File: src/rtl/adc_dac_bridge_if.sv
// Sample-path bundle between the ADC capture block, the bridge and the DAC driver.
// The bridge takes the slave side: it consumes ADC samples and produces DAC words.
interface adc_dac_bridge_if #(
  parameter int ADC_W = 12,
  parameter int DAC_W = 14,
  parameter int NCH   = 2
);
  logic                 sample_ce;
  logic [NCH*ADC_W-1:0] adc_data;
  logic                 dac_valid;
  logic [NCH*DAC_W-1:0] dac_data;

  modport master (
    output sample_ce,
    output adc_data,
    input  dac_valid,
    input  dac_data
  );

  modport slave (
    input  sample_ce,
    input  adc_data,
    output dac_valid,
    output dac_data
  );
endinterface

File: src/rtl/adc_dac_bridge.sv
// Three-stage ADC-to-DAC sample path: format convert, per-channel gain/saturate/source
// select, output format. Also keeps per-channel peak statistics and sticky saturation flags.
module adc_dac_bridge #(
  parameter int ADC_W          = 12,
  parameter int DAC_W          = 14,
  parameter int NCH            = 2,
  parameter int GAIN_W         = 3,
  parameter bit OUT_OFFSET_BIN = 1'b1
) (
  input  logic                  sys_clk,
  input  logic                  rst_n,
  adc_dac_bridge_if.slave       bus,
  input  logic                  in_twos_comp,
  input  logic [2*NCH-1:0]      mode,
  input  logic [GAIN_W*NCH-1:0] gain_shift,
  input  logic [DAC_W*NCH-1:0]  dc_value,
  input  logic [DAC_W-1:0]      ramp_step,
  input  logic                  stat_clr,
  output logic [NCH*ADC_W-1:0]  peak_max,
  output logic [NCH*ADC_W-1:0]  peak_min,
  output logic [NCH-1:0]        sat_flag
);

  localparam int LSH  = DAC_W - ADC_W;
  // Wide enough to hold the largest left shift without losing the sign.
  localparam int WIDE = DAC_W + (2**GAIN_W) - 1;

  localparam logic signed [WIDE-1:0]  SAT_HI   = WIDE'((2**(DAC_W-1)) - 1);
  localparam logic signed [WIDE-1:0]  SAT_LO   = ~SAT_HI;
  localparam logic [DAC_W-1:0]        DAC_MAX  = {1'b0, {(DAC_W-1){1'b1}}};
  localparam logic [DAC_W-1:0]        DAC_MIN  = {1'b1, {(DAC_W-1){1'b0}}};
  localparam logic [DAC_W-1:0]        OUT_FLIP = OUT_OFFSET_BIN ? DAC_MIN : '0;
  localparam logic signed [ADC_W-1:0] ADC_MAX  = {1'b0, {(ADC_W-1){1'b1}}};
  localparam logic signed [ADC_W-1:0] ADC_MIN  = {1'b1, {(ADC_W-1){1'b0}}};

  typedef enum logic [1:0] {
    SRC_LOOP = 2'b00,
    SRC_RAMP = 2'b01,
    SRC_DC   = 2'b10,
    SRC_MUTE = 2'b11
  } src_e;

  logic                    s1_valid_q, s1_valid_d;
  logic signed [ADC_W-1:0] s1_data_q [NCH];
  logic signed [ADC_W-1:0] s1_data_d [NCH];
  logic                    s2_valid_q, s2_valid_d;
  logic [DAC_W-1:0]        s2_data_q [NCH];
  logic [DAC_W-1:0]        s2_data_d [NCH];
  logic                    dac_valid_q, dac_valid_d;
  logic [NCH*DAC_W-1:0]    dac_data_q, dac_data_d;
  logic [DAC_W-1:0]        ramp_q [NCH];
  logic [DAC_W-1:0]        ramp_d [NCH];
  logic signed [ADC_W-1:0] max_q [NCH];
  logic signed [ADC_W-1:0] max_d [NCH];
  logic signed [ADC_W-1:0] min_q [NCH];
  logic signed [ADC_W-1:0] min_d [NCH];
  logic [NCH-1:0]          sat_q, sat_d;

  logic [ADC_W-1:0]        in_flip;
  logic signed [WIDE-1:0]  ext [NCH];
  logic signed [WIDE-1:0]  shifted [NCH];
  logic [DAC_W-1:0]        gained [NCH];
  logic [NCH-1:0]          sat_hit;

  assign in_flip = {~in_twos_comp, {(ADC_W-1){1'b0}}};

  // S1: capture and convert to signed
  always_comb begin
    s1_valid_d = bus.sample_ce;
    s1_data_d  = s1_data_q;
    if (bus.sample_ce) begin
      for (int ch = 0; ch < NCH; ch++) begin
        s1_data_d[ch] = bus.adc_data[ch*ADC_W +: ADC_W] ^ in_flip;
      end
    end
  end

  // Gain path: sign-extend, left-align into the DAC word, apply gain, clamp
  always_comb begin
    for (int ch = 0; ch < NCH; ch++) begin
      ext[ch]     = {{(WIDE-ADC_W){s1_data_q[ch][ADC_W-1]}}, s1_data_q[ch]};
      shifted[ch] = ext[ch] << (LSH + int'(gain_shift[ch*GAIN_W +: GAIN_W]));
      sat_hit[ch] = 1'b0;
      gained[ch]  = shifted[ch][DAC_W-1:0];
      if (shifted[ch] > SAT_HI) begin
        gained[ch]  = DAC_MAX;
        sat_hit[ch] = 1'b1;
      end else if (shifted[ch] < SAT_LO) begin
        gained[ch]  = DAC_MIN;
        sat_hit[ch] = 1'b1;
      end
    end
  end

  // S2: source select, ramp generators, saturation flags
  always_comb begin
    s2_valid_d = s1_valid_q;
    s2_data_d  = s2_data_q;
    ramp_d     = ramp_q;
    sat_d      = sat_q;
    if (stat_clr) begin
      sat_d = '0;
    end
    for (int ch = 0; ch < NCH; ch++) begin
      if (src_e'(mode[2*ch +: 2]) != SRC_RAMP) begin
        ramp_d[ch] = '0;
      end
      if (s1_valid_q) begin
        case (src_e'(mode[2*ch +: 2]))
          SRC_LOOP: begin
            s2_data_d[ch] = gained[ch];
            if (sat_hit[ch]) begin
              sat_d[ch] = 1'b1;
            end
          end
          SRC_RAMP: begin
            s2_data_d[ch] = ramp_q[ch];
            ramp_d[ch]    = ramp_q[ch] + ramp_step;
          end
          SRC_DC:   s2_data_d[ch] = dc_value[ch*DAC_W +: DAC_W];
          SRC_MUTE: s2_data_d[ch] = '0;
          default:  s2_data_d[ch] = '0;
        endcase
      end
    end
  end

  // S3: output format; dac_data holds between valids
  always_comb begin
    dac_valid_d = s2_valid_q;
    dac_data_d  = dac_data_q;
    if (s2_valid_q) begin
      for (int ch = 0; ch < NCH; ch++) begin
        dac_data_d[ch*DAC_W +: DAC_W] = s2_data_q[ch] ^ OUT_FLIP;
      end
    end
  end

  // Peak statistics track the converted input regardless of the selected source
  always_comb begin
    max_d = max_q;
    min_d = min_q;
    for (int ch = 0; ch < NCH; ch++) begin
      if (s1_valid_q) begin
        if (stat_clr) begin
          max_d[ch] = s1_data_q[ch];
          min_d[ch] = s1_data_q[ch];
        end else begin
          if (s1_data_q[ch] > max_q[ch]) max_d[ch] = s1_data_q[ch];
          if (s1_data_q[ch] < min_q[ch]) min_d[ch] = s1_data_q[ch];
        end
      end else if (stat_clr) begin
        max_d[ch] = ADC_MIN;
        min_d[ch] = ADC_MAX;
      end
    end
  end

  always_ff @(posedge sys_clk) begin
    if (!rst_n) begin
      s1_valid_q  <= 1'b0;
      s2_valid_q  <= 1'b0;
      dac_valid_q <= 1'b0;
      sat_q       <= '0;
      for (int ch = 0; ch < NCH; ch++) begin
        s1_data_q[ch]                 <= '0;
        s2_data_q[ch]                 <= '0;
        ramp_q[ch]                    <= '0;
        max_q[ch]                     <= ADC_MIN;
        min_q[ch]                     <= ADC_MAX;
        dac_data_q[ch*DAC_W +: DAC_W] <= OUT_FLIP;
      end
    end else begin
      s1_valid_q  <= s1_valid_d;
      s1_data_q   <= s1_data_d;
      s2_valid_q  <= s2_valid_d;
      s2_data_q   <= s2_data_d;
      dac_valid_q <= dac_valid_d;
      dac_data_q  <= dac_data_d;
      ramp_q      <= ramp_d;
      max_q       <= max_d;
      min_q       <= min_d;
      sat_q       <= sat_d;
    end
  end

  assign bus.dac_valid = dac_valid_q;
  assign bus.dac_data  = dac_data_q;
  assign sat_flag      = sat_q;

  always_comb begin
    peak_max = '0;
    peak_min = '0;
    for (int ch = 0; ch < NCH; ch++) begin
      peak_max[ch*ADC_W +: ADC_W] = max_q[ch];
      peak_min[ch*ADC_W +: ADC_W] = min_q[ch];
    end
  end

endmodule

File: src/flat_wrapper.sv
// flat-port wrapper written by rule: the top's interface ports become plain ports
module adc_dac_bridge_flat 
#(
  parameter int ADC_W          = 12,
  parameter int DAC_W          = 14,
  parameter int NCH            = 2,
  parameter int GAIN_W         = 3,
  parameter bit OUT_OFFSET_BIN = 1'b1
)
  (sys_clk, rst_n, in_twos_comp, mode, gain_shift, dc_value, ramp_step, stat_clr, peak_max, peak_min, sat_flag, bus_sample_ce, bus_adc_data, bus_dac_valid, bus_dac_data);
  adc_dac_bridge_if #(.ADC_W(ADC_W), .DAC_W(DAC_W), .NCH(NCH)) bus_i ();
  input  logic sys_clk;
  input  logic rst_n;
  input  logic in_twos_comp;
  input  logic [2*NCH-1:0] mode;
  input  logic [GAIN_W*NCH-1:0] gain_shift;
  input  logic [DAC_W*NCH-1:0] dc_value;
  input  logic [DAC_W-1:0] ramp_step;
  input  logic stat_clr;
  output logic [NCH*ADC_W-1:0] peak_max;
  output logic [NCH*ADC_W-1:0] peak_min;
  output logic [NCH-1:0] sat_flag;
  input wire logic [$bits(bus_i.sample_ce)-1:0] bus_sample_ce;
  input wire logic [$bits(bus_i.adc_data)-1:0] bus_adc_data;
  output wire logic [$bits(bus_i.dac_valid)-1:0] bus_dac_valid;
  output wire logic [$bits(bus_i.dac_data)-1:0] bus_dac_data;
  assign bus_i.sample_ce = bus_sample_ce;
  assign bus_i.adc_data = bus_adc_data;
  assign bus_dac_valid = bus_i.dac_valid;
  assign bus_dac_data = bus_i.dac_data;
  adc_dac_bridge #(.ADC_W(ADC_W), .DAC_W(DAC_W), .NCH(NCH), .GAIN_W(GAIN_W), .OUT_OFFSET_BIN(OUT_OFFSET_BIN)) u_core (.sys_clk(sys_clk), .rst_n(rst_n), .bus(bus_i), .in_twos_comp(in_twos_comp), .mode(mode), .gain_shift(gain_shift), .dc_value(dc_value), .ramp_step(ramp_step), .stat_clr(stat_clr), .peak_max(peak_max), .peak_min(peak_min), .sat_flag(sat_flag));
endmodule
File: config.mk
export PLATFORM = sky130hd
export DESIGN_NAME = adc_dac_bridge_flat
export DESIGN_NICKNAME = d
export VERILOG_FILES = /design/src/rtl/adc_dac_bridge_if.sv /design/src/rtl/adc_dac_bridge.sv /design/src/flat_wrapper.sv
export SDC_FILE = /design/constraint.sdc
export NUM_CORES = 1
export LEC_CHECK = 0
export CAP_MARGIN = 20
export CORE_MARGIN = 2
export CORE_UTILIZATION = 38
export CTS_CLUSTER_SIZE = 28
export DETAILED_ROUTE_END_ITERATION = 8
export PLACE_DENSITY = 0.71
export SETUP_SLACK_MARGIN = 0.15
export SYNTH_ARGS = -nofsm -noshare
export SYNTH_HDL_FRONTEND = slang
export SYNTH_SLANG_ARGS = --single-unit
File: constraint.sdc
create_clock -name sys_clk -period 5 [get_ports sys_clk]
set_clock_uncertainty 0.05 [all_clocks]
set_input_delay 1.25 -clock sys_clk [delete_from_list [all_inputs] [get_ports sys_clk]]
set_output_delay 1.25 -clock sys_clk [all_outputs]
set_load 0.01 [all_outputs]
==> summary.txt <==
Synth
  • Post-Synthesis Cell Area: 9790 um2
  • Simple-gate share of the synthesized area: 0.132
  • Avg Cell Area, Syn: 8.79 um2
  • Adder-cell share of the synthesized area: 0.0986
  • Synth unique cells: 68
  • Syn_nets: 1271
  • Synth Instances: ~1.1k
  • FFs w/ async S/R, synth: 0
  • Ys Warns: 0
  • Xor/xnor share of the synthesized area: 0.0125
  • Most used DFF post-synth: dfxtp_1
  • Main area contributors after synthesis: dfxtp_1 (33%), ha_1 (9.5%), mux2i_1 (9.0%)
  • Post-synthesis compound-gate area fraction: 0.233
  • Area leader, netlist: dfxtp_1
  • Post-synthesis sequential area ratio: 0.329
  • Yosys reg bits: 161
  • Largest family of logic cells by synthesized area: compound AO/OA/AOI/OAI gates
  • Post-synth EDFFs: 0
  • Area share of the largest cell type after synthesis: 0.329
  • Mux share of post-synthesis cell area: 0.137

Place
  • Placer Congestion: roughly 0.92
  • Final HPWL DP: 21400 um
  • Port bufs: 159

STA
  • RSZ-0062 raised after global routing: no
  • F_max: 0.244 GHz
  • Worst-margin pin slew: approximately 1.0 ns
  • Final Max Slew Viols: 0
  • Final period util: 0.820
  • Rel. slew slack: 0.309
  • TNS Setup: 0 ns
  • # setup viols final: 0
  • Hold Vio Cnt, Final: 0
  • Post-layout minimum cycle time: 4.10 ns

CTS
  • Post-CTS Resized: 0
  • Clk root buf: clkbuf_16
  • Clk buf depth: 2
  • CTS buffer count: 17
  • Post-CTS Setup Bufs: 0
  • Clock-pin slew on the worst setup and hold paths: 0.06 ns
  • CTS sink count: between 150 and 200
  • Clk Latency, worst-skew pair: 0.43 ns
  • TritonCTS clock tree: yes
  • H-tree depth: 4
  • CTS Hold Buffers Added: 0

Drt
  • Via density: 5.65
  • Routed length per instance: around 18 um
  • Routed Antenna Nets: 0
  • DR iter-0 viols: 754
  • DRC errors left: 0
  • Drt total wl: approximately 29000 um
  • DR vias: 8942
  • DRT Pass-1 Iters: 6

Worst hold path
  • Hold WC Path Type: reg2reg

Global routing
  • GR Util met2: 0.341
  • Antenna violations before repair: 0
  • GRT Residual Overflow: 0
  • Gr usage total: 0.214
  • Most Crowded Layer GR: met2
  • Grt met3 use: 0.0409
  • Number of global-route vias before repair: 8552
  • First-pass GRT wire length: 45400 um
  • Pin count of the biggest net entering global routing: 57
  • M1 GR Usage: 0.292

Floorplanning
  • Initial Util: 0.388
  • Core area: 25300 um2
  • Die ar.: 27100 um2
  • Chip Height: 165 um
  • I/O pin cnt: 160
  • DIE WIDTH: 165 um
  • Site Rows: 58

Setup path
  • WP data required: between 5 and 6 ns
  • Worst EP arrival: 4.36 ns
  • Worst setup EP type: flop
  • Worst Setup Start Kind: input port
  • Crit-path max FO: 25
  • Critical path type: in2reg

Finish
  • Nets: 1398
  • N_diodes: 0
  • Fraction of layout instances using a drive strength above 1: 0.0742
  • Layout area overhead: 24.9%

Power and ir drop
  • Leak: about 5 nW
  • Power Density: between 200 and 300 nW/um2
  • Overall Power: 3.36 mW
  • VDD IR max: 168 uV

Status
  • Status: complete, no violations

Job
  • Max Cap Violations: 0
[critical path: stages]
cell and delay (ns):
clkdlybuf4s50_1 0.49, buf_4 0.32, mux4_2 0.58, mux2i_1 0.30
a32oi_1 0.15, a221oi_1 0.36, a21oi_1 0.35, a21oi_2 0.27
nand2_1 0.07, o221a_2 0.22
[routing by layer]
metal | vias to the layer above | part of all wire
li1 | 4361 | -
met1 | 4249 | 0.46
met2 | 295 | 0.45
met3 | 37 | 0.068
met4 | 0 | 0.020
met5 | - | 0
[cell usage in the layout (no fill, tap or decap), drive strengths merged, types with 15 or more instances in the layout]
cell,synthesis,final
a211oi,15,15
a21o,15,15
a21oi,62,62
a221oi,22,22
a22o,23,23
buf,21,22
clkbuf,52,21
clkdlybuf4s50,0,159
dfxtp,161,161
ha,74,74
inv,67,69
mux2i,88,88
mux4,16,16
nand2,50,50
nor2,117,117
nor2b,18,18
nor3,24,24
o21ai,82,82
o22a,22,22
[synth_stat cells, drive strengths merged (22+ instances only)]
| master | n |
|---|---|
| ha | 74 |
| mux2i | 88 |
| o22a | 22 |
| dfxtp | 161 |
| inv | 67 |
| nand2 | 50 |
| nor2 | 117 |
| a22o | 23 |
| o21ai | 82 |
| nor3 | 24 |
| a221oi | 22 |
| a21oi | 62 |
| clkbuf | 52 |
[cell type report]
class,instances,area [um2]
Fill cell,2405,13000
Multi-Input combinational cell,813,6010
Sequential cell,161,3230
Timing Repair Buffer,181,1750
Clock buffer,21,460
Tap cell,330,413
Inverter,67,251
Clock inverter,10,128
[power breakdown]
part / leakage, nW / internal, mW / switching (mW) / total (mW)
logic: 3.41 / 0.299 / 0.322 / 0.621
registers: 1.31 / 1.33 / 0.0766 / 1.41
clock network: 0.286 / 0.768 / 0.561 / 1.33
[per-stage QoR]
| step | cells | cell area, um2 | setup WS [ns] | util | hold WS (ns) |
|---|---|---|---|---|---|
| after global placement | 1550 | 11600 | 0.535 | 0.461 | 0.424 |
| final | 1583 | 12200 | 0.898 | 0.485 | 0.445 |
| after floorplan | 1114 | 9790 | 1.47 | - | 0.408 |
| after detailed placement | 1552 | 11600 | 0.531 | 0.461 | 0.436 |
| after CTS | 1583 | 12200 | 0.971 | 0.485 | 0.452 |
| after global routing | 1583 | 12200 | 0.702 | 0.485 | 0.470 |
[cells by family after synthesis]
group | count (synthesis)
xor gates and xnor gates | 14
AOI/OAI and AO/OA | 332
buffers and inverters | 140
adders and majority gates | 76
DFF | 161
muxes | 113
and+or+nand+nor | 278
[sequential cells by signal, indices dropped and copies added (netlist names)]
signal	cells
u_core.dac_valid_d	1
u_core.bus.dac_valid	1
u_core.s2_data_q	28
u_core.peak_min	24
u_core.bus.dac_data	28
u_core.ramp_q	28
u_core.sat_flag	2
u_core.ext	24
u_core.peak_max	24
u_core.s1_valid_q	1
[worst paths after layout]
check	slack, ns	from	end	cells past startpoint
setup reg to reg	2.00	u_core.ext[22]	u_core.peak_max[0]	9
hold / removal	0.44	u_core.s2_data_q[24]	u_core.bus.dac_data[10]	2
hold reg to reg	0.44	u_core.s2_data_q[24]	u_core.bus.dac_data[10]	2
setup / recovery	0.90	gain_shift[1]	u_core.s2_data_q[19]	10
No activity file was read; power rests on OpenSTA's default activity.
